<file path="src/rtl/exp_pkg.sv">
// Shared constants for the WB-stage exception/commit unit: CSR map, cause codes,
// exception-vector bit positions and FSM encoding.
package exp_pkg;

  // Machine-mode trap CSR addresses.
  localparam logic [11:0] CsrMstatus = 12'h300;
  localparam logic [11:0] CsrMie     = 12'h304;
  localparam logic [11:0] CsrMtvec   = 12'h305;
  localparam logic [11:0] CsrMepc    = 12'h341;
  localparam logic [11:0] CsrMcause  = 12'h342;
  localparam logic [11:0] CsrMtval   = 12'h343;

  // Bit positions inside exp_vector_WB.
  localparam int unsigned ExpIll   = 0;
  localparam int unsigned ExpEcall = 1;
  localparam int unsigned ExpLoad  = 2;
  localparam int unsigned ExpStore = 3;
  localparam int unsigned ExpMret  = 4;

  // Exception cause codes (interrupt flag is added by the consumer at XLEN-1).
  localparam int unsigned CauseIll        = 2;
  localparam int unsigned CauseLoadFault  = 5;
  localparam int unsigned CauseStoreFault = 7;
  localparam int unsigned CauseEcall      = 11;
  localparam int unsigned CauseMext       = 11;

  // Implemented bits of mstatus / mie.
  localparam int unsigned MstatusMie  = 3;
  localparam int unsigned MstatusMpie = 7;
  localparam int unsigned MieMeie     = 11;

  typedef enum logic [0:0] {
    StIdle,
    StKill
  } exp_state_e;

endpackage

</file>
<file path="src/rtl/csr_file_m.sv">
// Machine-mode trap CSR storage. A trap-update port (entry or mret) wins over a
// software write touching the same register in the same cycle.
module csr_file_m
  import exp_pkg::*;
#(
  parameter int unsigned     XLEN      = 32,
  parameter logic [XLEN-1:0] MTVEC_RST = 32'h0000_0100
) (
  input  logic            clk,
  input  logic            rst,
  input  logic            trap_enter_i,
  input  logic            trap_mret_i,
  input  logic [XLEN-1:0] trap_epc_i,
  input  logic [XLEN-1:0] trap_cause_i,
  input  logic [XLEN-1:0] trap_tval_i,
  input  logic            sw_we_i,
  input  logic [11:0]     sw_addr_i,
  input  logic [XLEN-1:0] sw_wdata_i,
  input  logic [11:0]     raddr_i,
  output logic [XLEN-1:0] rdata_o,
  output logic [XLEN-1:0] trap_base_o,
  output logic [XLEN-1:0] mepc_o,
  output logic            mstatus_mie_o,
  output logic            mie_meie_o
);

  logic            mstatus_mie_q, mstatus_mie_d;
  logic            mstatus_mpie_q, mstatus_mpie_d;
  logic            mie_meie_q, mie_meie_d;
  logic [XLEN-1:0] mtvec_q, mtvec_d;
  logic [XLEN-1:0] mepc_q, mepc_d;
  logic [XLEN-1:0] mcause_q, mcause_d;
  logic [XLEN-1:0] mtval_q, mtval_d;

  // Next-state: software write first, trap update overrides it.
  always_comb begin
    mstatus_mie_d  = mstatus_mie_q;
    mstatus_mpie_d = mstatus_mpie_q;
    mie_meie_d     = mie_meie_q;
    mtvec_d        = mtvec_q;
    mepc_d         = mepc_q;
    mcause_d       = mcause_q;
    mtval_d        = mtval_q;

    if (sw_we_i) begin
      unique case (sw_addr_i)
        CsrMstatus: begin
          mstatus_mie_d  = sw_wdata_i[MstatusMie];
          mstatus_mpie_d = sw_wdata_i[MstatusMpie];
        end
        CsrMie:    mie_meie_d = sw_wdata_i[MieMeie];
        CsrMtvec:  mtvec_d    = {sw_wdata_i[XLEN-1:2], 2'b00};
        CsrMepc:   mepc_d     = sw_wdata_i;
        CsrMcause: mcause_d   = sw_wdata_i;
        CsrMtval:  mtval_d    = sw_wdata_i;
        default:   ; // unimplemented address: dropped
      endcase
    end

    if (trap_enter_i) begin
      mstatus_mpie_d = mstatus_mie_q;
      mstatus_mie_d  = 1'b0;
      mepc_d         = trap_epc_i;
      mcause_d       = trap_cause_i;
      mtval_d        = trap_tval_i;
    end else if (trap_mret_i) begin
      mstatus_mie_d  = mstatus_mpie_q;
      mstatus_mpie_d = 1'b1;
    end
  end

  // CSR state register with synchronous reset.
  always_ff @(posedge clk) begin
    if (rst) begin
      mstatus_mie_q  <= 1'b0;
      mstatus_mpie_q <= 1'b0;
      mie_meie_q     <= 1'b0;
      mtvec_q        <= {MTVEC_RST[XLEN-1:2], 2'b00};
      mepc_q         <= '0;
      mcause_q       <= '0;
      mtval_q        <= '0;
    end else begin
      mstatus_mie_q  <= mstatus_mie_d;
      mstatus_mpie_q <= mstatus_mpie_d;
      mie_meie_q     <= mie_meie_d;
      mtvec_q        <= mtvec_d;
      mepc_q         <= mepc_d;
      mcause_q       <= mcause_d;
      mtval_q        <= mtval_d;
    end
  end

  // Read mux; unimplemented addresses read as zero, no write bypass.
  always_comb begin
    rdata_o = '0;
    unique case (raddr_i)
      CsrMstatus: begin
        rdata_o[MstatusMie]  = mstatus_mie_q;
        rdata_o[MstatusMpie] = mstatus_mpie_q;
      end
      CsrMie:    rdata_o[MieMeie] = mie_meie_q;
      CsrMtvec:  rdata_o = mtvec_q;
      CsrMepc:   rdata_o = mepc_q;
      CsrMcause: rdata_o = mcause_q;
      CsrMtval:  rdata_o = mtval_q;
      default:   rdata_o = '0;
    endcase
  end

  assign trap_base_o   = mtvec_q;
  assign mepc_o        = mepc_q;
  assign mstatus_mie_o = mstatus_mie_q;
  assign mie_meie_o    = mie_meie_q;

endmodule

</file>
<file path="src/rtl/exp_commit_unit.sv">
// WB-stage commit/trap decision: detects exceptions, interrupts and mret on the
// WB slot, updates trap CSRs, and issues a one-cycle flush plus PC redirect.
module exp_commit_unit
  import exp_pkg::*;
#(
  parameter int unsigned     XLEN      = 32,
  parameter logic [XLEN-1:0] MTVEC_RST = 32'h0000_0100
) (
  input  logic            clk,
  input  logic            rst,
  input  logic [XLEN-1:0] PCurrent_WB,
  input  logic [31:0]     IR_WB,
  input  logic [XLEN-1:0] ALUO_WB,
  input  logic [4:0]      exp_vector_WB,
  input  logic            illegal_addr_WB,
  input  logic            isFlushed,
  input  logic            RegWrite_WB,
  input  logic            ext_int,
  input  logic            csr_we,
  input  logic [11:0]     csr_waddr,
  input  logic [XLEN-1:0] csr_wdata,
  input  logic [11:0]     csr_raddr,
  output logic [XLEN-1:0] csr_rdata,
  output logic            RegWrite_o,
  output logic            mem_kill_o,
  output logic            flush_o,
  output logic            redirect_en,
  output logic [XLEN-1:0] redirect_pc
);

  exp_state_e      state_q, state_d;
  logic            flush_q, flush_d;
  logic            redirect_en_q, redirect_en_d;
  logic [XLEN-1:0] redirect_pc_q, redirect_pc_d;

  logic            slot_valid, idle;
  logic            ill_req, ecall_req, ldf_req, stf_req;
  logic            exc_req, mret_req, irq_req, trap_req;
  logic [XLEN-1:0] trap_cause, trap_tval, trap_epc;
  logic [XLEN-1:0] trap_base, mepc;
  logic            mstatus_mie, mie_meie;
  logic            sw_we;

  // Request decode; only evaluated in IDLE so the KILL slot can never trap.
  always_comb begin
    slot_valid = ~isFlushed & (IR_WB != '0);
    idle       = (state_q == StIdle);
    ill_req    = idle & slot_valid & exp_vector_WB[ExpIll];
    ecall_req  = idle & slot_valid & exp_vector_WB[ExpEcall];
    ldf_req    = idle & slot_valid & exp_vector_WB[ExpLoad] & illegal_addr_WB;
    stf_req    = idle & slot_valid & exp_vector_WB[ExpStore] & illegal_addr_WB;
    exc_req    = ill_req | ecall_req | ldf_req | stf_req;
    mret_req   = idle & slot_valid & exp_vector_WB[ExpMret] & ~exc_req;
    irq_req    = idle & slot_valid & ext_int & mstatus_mie & mie_meie & ~exc_req & ~mret_req;
    trap_req   = exc_req | mret_req | irq_req;
  end

  // Cause / tval / epc selection in priority order.
  always_comb begin
    trap_cause = '0;
    trap_tval  = '0;
    trap_epc   = PCurrent_WB;
    if (ill_req) begin
      trap_cause = XLEN'(CauseIll);
      trap_tval  = XLEN'(IR_WB);
    end else if (ecall_req) begin
      trap_cause = XLEN'(CauseEcall);
    end else if (ldf_req) begin
      trap_cause = XLEN'(CauseLoadFault);
      trap_tval  = ALUO_WB;
    end else if (stf_req) begin
      trap_cause = XLEN'(CauseStoreFault);
      trap_tval  = ALUO_WB;
    end else if (irq_req) begin
      // Interrupted instruction commits, so resume after it.
      trap_cause = {1'b1, (XLEN-1)'(CauseMext)};
      trap_epc   = PCurrent_WB + XLEN'(4);
    end
  end

  // Committing CSR write: not from an excepting slot, never in KILL.
  assign sw_we = csr_we & idle & slot_valid & ~exc_req;

  csr_file_m #(
    .XLEN      (XLEN),
    .MTVEC_RST (MTVEC_RST)
  ) u_csr_file (
    .clk           (clk),
    .rst           (rst),
    .trap_enter_i  (exc_req | irq_req),
    .trap_mret_i   (mret_req),
    .trap_epc_i    (trap_epc),
    .trap_cause_i  (trap_cause),
    .trap_tval_i   (trap_tval),
    .sw_we_i       (sw_we),
    .sw_addr_i     (csr_waddr),
    .sw_wdata_i    (csr_wdata),
    .raddr_i       (csr_raddr),
    .rdata_o       (csr_rdata),
    .trap_base_o   (trap_base),
    .mepc_o        (mepc),
    .mstatus_mie_o (mstatus_mie),
    .mie_meie_o    (mie_meie)
  );

  // FSM next-state plus registered flush/redirect outputs.
  always_comb begin
    state_d       = state_q;
    flush_d       = 1'b0;
    redirect_en_d = 1'b0;
    redirect_pc_d = redirect_pc_q;
    unique case (state_q)
      StIdle: begin
        if (trap_req) begin
          state_d       = StKill;
          flush_d       = 1'b1;
          redirect_en_d = 1'b1;
          redirect_pc_d = mret_req ? mepc : trap_base;
        end
      end
      StKill:  state_d = StIdle;
      default: state_d = StIdle;
    endcase
  end

  // FSM and redirect registers; reset also aborts an in-flight redirect.
  always_ff @(posedge clk) begin
    if (rst) begin
      state_q       <= StIdle;
      flush_q       <= 1'b0;
      redirect_en_q <= 1'b0;
      redirect_pc_q <= '0;
    end else begin
      state_q       <= state_d;
      flush_q       <= flush_d;
      redirect_en_q <= redirect_en_d;
      redirect_pc_q <= redirect_pc_d;
    end
  end

  // Write-enable gating and store suppression for killed slots.
  always_comb begin
    RegWrite_o = RegWrite_WB & slot_valid & idle & (~trap_req | irq_req);
    mem_kill_o = trap_req | (state_q == StKill);
  end

  assign flush_o     = flush_q;
  assign redirect_en = redirect_en_q;
  assign redirect_pc = redirect_pc_q;

endmodule

</file>
<file path="config.mk">
export PLATFORM = sky130hd
export DESIGN_NAME = exp_commit_unit
export DESIGN_NICKNAME = d
export VERILOG_FILES = /design/src/rtl/exp_pkg.sv /design/src/rtl/csr_file_m.sv /design/src/rtl/exp_commit_unit.sv
export SDC_FILE = /design/constraint.sdc
export NUM_CORES = 1
export LEC_CHECK = 0
export CELL_PAD_IN_SITES_DETAIL_PLACEMENT = 0
export CELL_PAD_IN_SITES_GLOBAL_PLACEMENT = 2
export CORE_MARGIN = 8
export CORE_UTILIZATION = 28
export CTS_CLUSTER_DIAMETER = 30
export DETAILED_ROUTE_END_ITERATION = 16
export GPL_TIMING_DRIVEN = 0
export HOLD_SLACK_MARGIN = 0.02
export PLACE_DENSITY = 0.82
export SLEW_MARGIN = 20
export SYNTH_ARGS = -nofsm -noshare
export SYNTH_HDL_FRONTEND = slang
export SYNTH_SLANG_ARGS = --single-unit
</file>
<file path="constraint.sdc">
create_clock -name clk -period 5.1 [get_ports clk]
set_clock_uncertainty 0.1 [all_clocks]
set_input_delay 1.53 -clock clk [delete_from_list [all_inputs] [get_ports clk]]
set_output_delay 1.53 -clock clk [all_outputs]
set_load 0.02 [all_outputs]
</file>
==> results.json, run 1 <==
{
  "finalWeightedCongestion": 0.8650,
  "io_pins": 232,
  "grt_usage_pct": 21.98,
  "p_seq_share_pct": 43.7,
  "dr.pass1.iters": 5,
  "antenna_found_initial": 9,
  "yosysTopAreaCellShare_pct": 38.11,
  "synthFlopType": "dfxtp_1",
  "crit_cells": 7,
  "p_leak_uw": 0.004508,
  "r2r-end": "u_csr_file.mepc_o[28]",
  "drive_above_1_share_pct": 13.46,
  "clkPwrFrac_pct": 40.0,
  "core_um2": 30270,
  "grt_max_degree": 17,
  "grt-ovfl-total": 0,
  "reg2regPathDepth": 6,
  "ant_nets": 0,
  "syn_nets": 1196,
  "timing.fmax_mhz": 197.5,
  "p_sw_uw": 893.8,
  "hold_class": "flip-flop to flip-flop",
  "dp_hpwl_mm": 30.82,
  "r2r_start": "u_csr_file.mie_meie_o",
  "drt-total-wl_mm": 41.32,
  "dp_cells": 1655,
  "die_h_um": 190.3,
  "synth.most_common_cell": "nand2_1",
  "cts-root-buf": "clkbuf_16",
  "reg2reg_slack_ps": 2140,
  "pre_cts_ws_ps": -1334,
  "start_kind": "input port",
  "clk_pin_slew_worst_paths_ps": 70,
  "clock_path_buffers": 2,
  "postLayoutSetupSlackWorst_ps": 35.73,
  "seq_area_frac_synth_pct": 38.11,
  "start_util_pct": 28.12,
  "cts_hold_buf": 0,
  "rsz0062_at_grt": "false",
  "ir_drop_uv": 244.1,
  "crit_start": "IR_WB[13]",
  "die_w_um": 190.3,
  "clock_sinks": 162,
  "async_reset_ff_share_pct": 0,
  "max-slew-margin-rel_pct": 30.68,
  "drc": 0,
  "dieArea_um2": 36230,
  "critical_path.max_fanout": 5,
  "p_comb_share_pct": 16.3,
  "worst_path_max_delay_cell": "nor4_4",
  "critPathArrivalTime_ps": 3430,
  "final.fill_count": 3121,
  "nets": 1460,
  "synth_top_cell_by_area": "dfxtp_1",
  "rows": 64,
  "synth_edf_count": 0,
  "critPathCaptureType": "output pin",
  "power.internal_uw": 2206,
  "synth.area.top_cells": "dfxtp_1 (38%), mux2i_1 (11%), nand2_1 (7.5%)",
  "critPathKind": "input port to output pin",
  "slew_viol_final": 0,
  "numCtsBuffers": 17,
  "tightestPinTransition_ps": 1032,
  "path_buf_inv": 2,
  "ctsHtreeMaxLevel": 4,
  "syn_area_um2": 8511,
  "status": "finished, final reports clean",
  "insertion_delay_ps": 440,
  "grt_pass1_vias": 8984,
  "yosys-top-cells-count": "nand2_1 (169), dfxtp_1 (162), mux2i_1 (93), nor2_1 (70), a21oi_1 (68)",
  "crit_chain": "clkdlybuf4s50_1, nor4_4, nand4_4, o21a_4, nand2b_4, nand2b_1, dlygate4sd2_1",
  "fin_setup_tns_ps": 0,
  "ys_warn_count": 0,
  "cp_top_family": "simple AND/OR/NAND/NOR gates",
  "wl_per_cell_um": 24.18,
  "grt_pass1_wl_mm": 59.13,
  "vias": 9140,
  "drt_iter0_markers": 709,
  "min_period_ps": 5064,
  "portBuffers": 228,
  "area_delta_synth_final_pct": 44.78,
  "drv_cap": 0,
  "cp.required_ps": 3470,
  "synth_seq_cells": 162,
  "p_sw_share_pct": 28.83,
  "critPathCapture": "mem_kill_o",
  "setup_viol": 0,
  "slowest_delay_ps": 480,
  "post-route-period-util_pct": 99.30,
  "finalHoldViolations": 0,
  "via_per_inst": 5.348,
  "yosysUniqueCellTypes": 66,
  "syn_avg_cell_area_um2": 8.255,
  "cts_tree": "built",
  "instances_no_fill": 1709,
  "p_per_area_nw_per_um2": 251.6,
  "syn_inst": 1031
}
worst min path at each step:
stage | startpoint | to | cells after the start
6_report | u_csr_file.mcause_q[9] | u_csr_file.mcause_q[9] | 2
4_1_cts | u_csr_file.mcause_q[25] | u_csr_file.mcause_q[25] | 2
2_1_floorplan | u_csr_file.mcause_q[21] | u_csr_file.mcause_q[21] | 2
5_1_grt | u_csr_file.mcause_q[27] | u_csr_file.mcause_q[27] | 2
3_5_place_dp | u_csr_file.mcause_q[29] | u_csr_file.mcause_q[29] | 2
3_3_place_gp | u_csr_file.mcause_q[24] | u_csr_file.mcause_q[24] | 2
routing by layer:
metal / wire [um] / vias to the layer above / track usage, % / share of wire [%]
li1: - / 4310 / - / -
met1: 18260 / 4386 / 28.78 / 44
met3: 3223 / 55 / 5.633 / 7.8
met4: 1004 / 6 / 7.995 / 2.4
met5: 35 / - / 0 / 0.085
met2: 18800 / 383 / 34.41 / 45
final cells by class:
class / instances / area [um2] / area share (%)
antenna: 5 / 12.51 / 0.1015
sequential: 162 / 3243 / 26.32
buffer: 80 / 585.6 / 4.752
clock buffer: 19 / 452.9 / 3.676
clock inverter: 13 / 98.84 / 0.8022
tap: 396 / 495.5 / 4.021
timing repair buffer: 246 / 2344 / 19.02
multi-input combinational: 782 / 5067 / 41.13
inverter: 6 / 22.52 / 0.1828
power groups by stage:
stage / Clock (uW) / Combinational (uW) / Sequential (uW)
after floorplan: 0 / 182 / 1390
after global placement: 0 / 484 / 1380
after detailed placement: 0 / 485 / 1380
after CTS: 1260 / 501 / 1350
after global routing: 1310 / 536 / 1360
final: 1240 / 505 / 1360
metrics by stage:
step,hold WS [ps],total power [uW],utilization [%],area [um2]
3_3_place_gp,336.8,1866,37.29,11290
4_1_cts,352.1,3114,40.55,12280
2_1_floorplan,328.6,1574,-,8511
5_1_grt,368.8,3202,40.71,12320
3_5_place_dp,342.3,1868,37.30,11290
6_report,349.1,3100,40.71,12320
registers in the layout (all words and copies together), names as in the netlist:
register / cells
u_csr_file.mcause_q: 32
u_csr_file.mtval_q: 32
u_csr_file.mepc_o: 32
state_q: 1
redirect_pc: 32
u_csr_file.mie_meie_o: 1
u_csr_file.mstatus_mpie_q: 1
u_csr_file.mstatus_mie_o: 1
u_csr_file.trap_base_o: 30
worst min-delay path, stage by stage, from the launching register on:
cell and delay, ps:
dfxtp_1 310, nand2_1 50, a21oi_1 50
cell usage in the layout, fill, tap and decap left out, types with 33 or more instances in the layout:
master	synthesis	layout
a21oi_1	68	68
a22oi_1	60	51
a311oi_1	33	33
buf_4	3	36
clkbuf_1	43	34
clkdlybuf4s50_1	0	190
dfxtp_1	162	162
mux2i_1	93	93
nand2_1	169	168
nand3_1	38	37
nor2_1	70	69
o21ai_1	30	43
cells by family (layout without fill, tap and decap cells):
logic type                 after synthesis  after routing  synth area share [%]
and+or+nand+nor                        377            377                 20.91
AOI/OAI and AO/OA                      282            282                 21.29
DFF                                    162            162                 38.11
muxes                                   94             94                 11.07
buffers and inverters                   87            364                 5.601
xor gates and xnor gates                28             28                 2.881
adders and majority gates                1              1                0.1470
other                                    0              5                     0
repair_timing:
action | 4_1_cts | 5_1_grt
endpoints found under the setup margin | 34 | 32
cloned | 2 | 0
setup buffers | 15 | 1
pin swaps | 11 | 6
resized for setup | 272 | 18
Note: power is estimated with default switching activity, not from simulation.
==> run 2, diff against run 1 <==
--- a/config.mk
+++ b/config.mk
@@ -12,7 +12,7 @@
 export CTS_CLUSTER_DIAMETER = 30
 export DETAILED_ROUTE_END_ITERATION = 16
 export GPL_TIMING_DRIVEN = 0
-export HOLD_SLACK_MARGIN = 0.02
+export HOLD_SLACK_MARGIN = 0.03
 export PLACE_DENSITY = 0.82
 export SLEW_MARGIN = 20
 export SYNTH_ARGS = -nofsm -noshare
==> results of run 2 <==
The final DEF is identical to that of run 1; final timing and power are the same.
==> run 3, diff against run 2 <==
--- a/config.mk
+++ b/config.mk
@@ -11,7 +11,6 @@
 export CORE_UTILIZATION = 28
 export CTS_CLUSTER_DIAMETER = 30
 export DETAILED_ROUTE_END_ITERATION = 16
-export GPL_TIMING_DRIVEN = 0
 export HOLD_SLACK_MARGIN = 0.03
 export PLACE_DENSITY = 0.82
 export SLEW_MARGIN = 20
==> run 3 against run 2 <==
Critical path type unchanged. Worst setup slack improved by 2.2 ps. Largest cell class unchanged. Critical path depth increased by 2. Total power increased by 3.3%. Critical endpoint is now csr_rdata[29]. Die area stayed put. Highest routed layer unchanged. Sequential share of layout area barely moved. Flip-flop and latch count did not move. Global-route usage down 1.9 points.
==> results.json, run 3 (synthesis results as in run 1) <==
{
  "rsz0062_at_grt": "true",
  "reg2reg_slack_ps": 2490,
  "tightestPinTransition_ps": 967.8,
  "slowest_delay_ps": 570,
  "dieArea_um2": 36230,
  "grt_pass1_wl_mm": 56.27,
  "via_per_inst": 5.274,
  "max-slew-margin-rel_pct": 35.33,
  "grt_pass1_vias": 9173,
  "min_period_ps": 5062,
  "insertion_delay_ps": 420,
  "antenna_found_initial": 2,
  "start_util_pct": 28.12,
  "post-route-period-util_pct": 99.26,
  "drt-total-wl_mm": 36.91,
  "cp.required_ps": 3470,
  "path_buf_inv": 3,
  "finalWeightedCongestion": 0.8847,
  "r2r-end": "redirect_pc[15]",
  "p_per_area_nw_per_um2": 260.0,
  "drv_cap": 0,
  "drt_iter0_markers": 708,
  "worstHoldPathCells": 2,
  "reg2regPathDepth": 7,
  "drc": 0,
  "area_delta_synth_final_pct": 44.71,
  "hold_start": "u_csr_file.mcause_q[7]",
  "slew_viol_final": 0,
  "cts_hold_buf": 0,
  "dp_cells": 1660,
  "instances_no_fill": 1698,
  "io_pins": 232,
  "hold_class": "flip-flop to flip-flop",
  "hold_end": "u_csr_file.mcause_q[7]",
  "core_um2": 30270,
  "critical_path.max_fanout": 9,
  "nets": 1453,
  "die_h_um": 190.3,
  "crit_chain": "dlygate4sd2_1, or4_4, nor2_4, and2_4, and3_4, buf_12, a22oi_1, o21ai_0, buf_4",
  "vias": 8956,
  "grt-ovfl-total": 0,
  "dr.pass1.iters": 5,
  "drive_above_1_share_pct": 15.23,
  "final_util_pct": 40.69,
  "cts_tree": "built",
  "grt_usage_pct": 20.12,
  "dpl_cell_area_um2": 11610,
  "setup_viol": 0,
  "r2r_start": "u_csr_file.mie_meie_o",
  "cts-root-buf": "clkbuf_16",
  "numCtsBuffers": 17,
  "finalHoldViolations": 0,
  "final_area_um2": 12320,
  "cp_top_family": "simple AND/OR/NAND/NOR gates",
  "final_common_cell": "clkdlybuf4s50_1",
  "wl_per_cell_um": 21.73,
  "status": "finished, final reports clean",
  "rows": 64,
  "clock_sinks": 162,
  "worst_path_max_delay_cell": "or4_4",
  "p_leak_uw": 0.004593,
  "timing.fmax_mhz": 197.5,
  "layout_common_cells": "clkdlybuf4s50_1 (191), nand2_1 (169), dfxtp_1 (162), buf_4 (99), mux2i_1 (93)",
  "ctsHtreeMaxLevel": 4,
  "ir_drop_uv": 230.7,
  "critPathKind": "input port to output pin",
  "grt_max_degree": 67,
  "critPathArrivalTime_ps": 3430,
  "dp_hpwl_mm": 27.51,
  "clk_pin_slew_worst_paths_ps": 60,
  "clock_path_buffers": 2,
  "ant_nets": 0,
  "start_kind": "input port",
  "critPathCaptureType": "output pin",
  "die_w_um": 190.3,
  "portBuffers": 231,
  "final.fill_count": 3114
}
[run 3: worst register-to-register path, stage by stage (launching register included)]
cell	delay (ps)
dfxtp_1	460
and3_1	260
nor3_1	80
buf_4	150
nor2_4	720
buf_4	440
nor2_1	90
a311oi_1	240
[run 3: layout make-up]
| class | count | area (um2) | area share, % |
|---|---|---|---|
| Multi-Input combinational cell | 782 | 4961 | 40.28 |
| Sequential cell | 162 | 3243 | 26.33 |
| Timing Repair Buffer | 319 | 2982 | 24.21 |
| Tap cell | 396 | 495.5 | 4.023 |
| Clock buffer | 18 | 439.2 | 3.566 |
| Clock inverter | 13 | 167.7 | 1.361 |
| Inverter | 6 | 22.52 | 0.1829 |
| Antenna cell | 2 | 5.005 | 0.04064 |
[run 3: timing repair]
action                     in CTS  in global routing
gates resized for setup       202                 19
gates cloned                    3                  0
setup endpoints to repair      34                 33
buffers inserted                3                  1
pin swaps                       4                  5
[run 3: how the worst max path moves through the flow]
stage / startpoint / cells past startpoint / end
after floorplan: csr_raddr[5] / 7 / csr_rdata[12]
after global placement: csr_raddr[5] / 9 / csr_rdata[29]
after detailed placement: csr_raddr[5] / 9 / csr_rdata[29]
after CTS: csr_raddr[3] / 10 / csr_rdata[17]
after global routing: csr_raddr[5] / 9 / csr_rdata[7]
final: csr_raddr[5] / 9 / csr_rdata[29]
[run 3: metrics by stage]
step	setup WS [ps]	total power, uW	hold slack, ps	TNS [ps]
detailed placement	-730.9	1870	342.7	-21820
floorplan	223.4	1574	328.6	0
global route	-42.87	3327	370.7	-230.1
CTS	10.13	3233	351.5	0
finish	37.90	3202	350.2	0
global placement	-740.4	1868	337.5	-20410
[run 3: where the power goes]
group,switching [uW],internal [uW]
clock,602,756
sequential,36.7,1320
combinational,246,244
total,885,2320
[run 3: metal layers]
layer | vias up | GRT usage [%] | wire length [um] | share of wire [%]
met4 | 2 | 5.847 | 544 | 1.5
met2 | 339 | 32.41 | 17130 | 46
met3 | 33 | 4.188 | 2239 | 6.1
met5 | - | 0 | 13 | 0.035
li1 | 4288 | - | - | -
met1 | 4294 | 26.74 | 16980 | 46
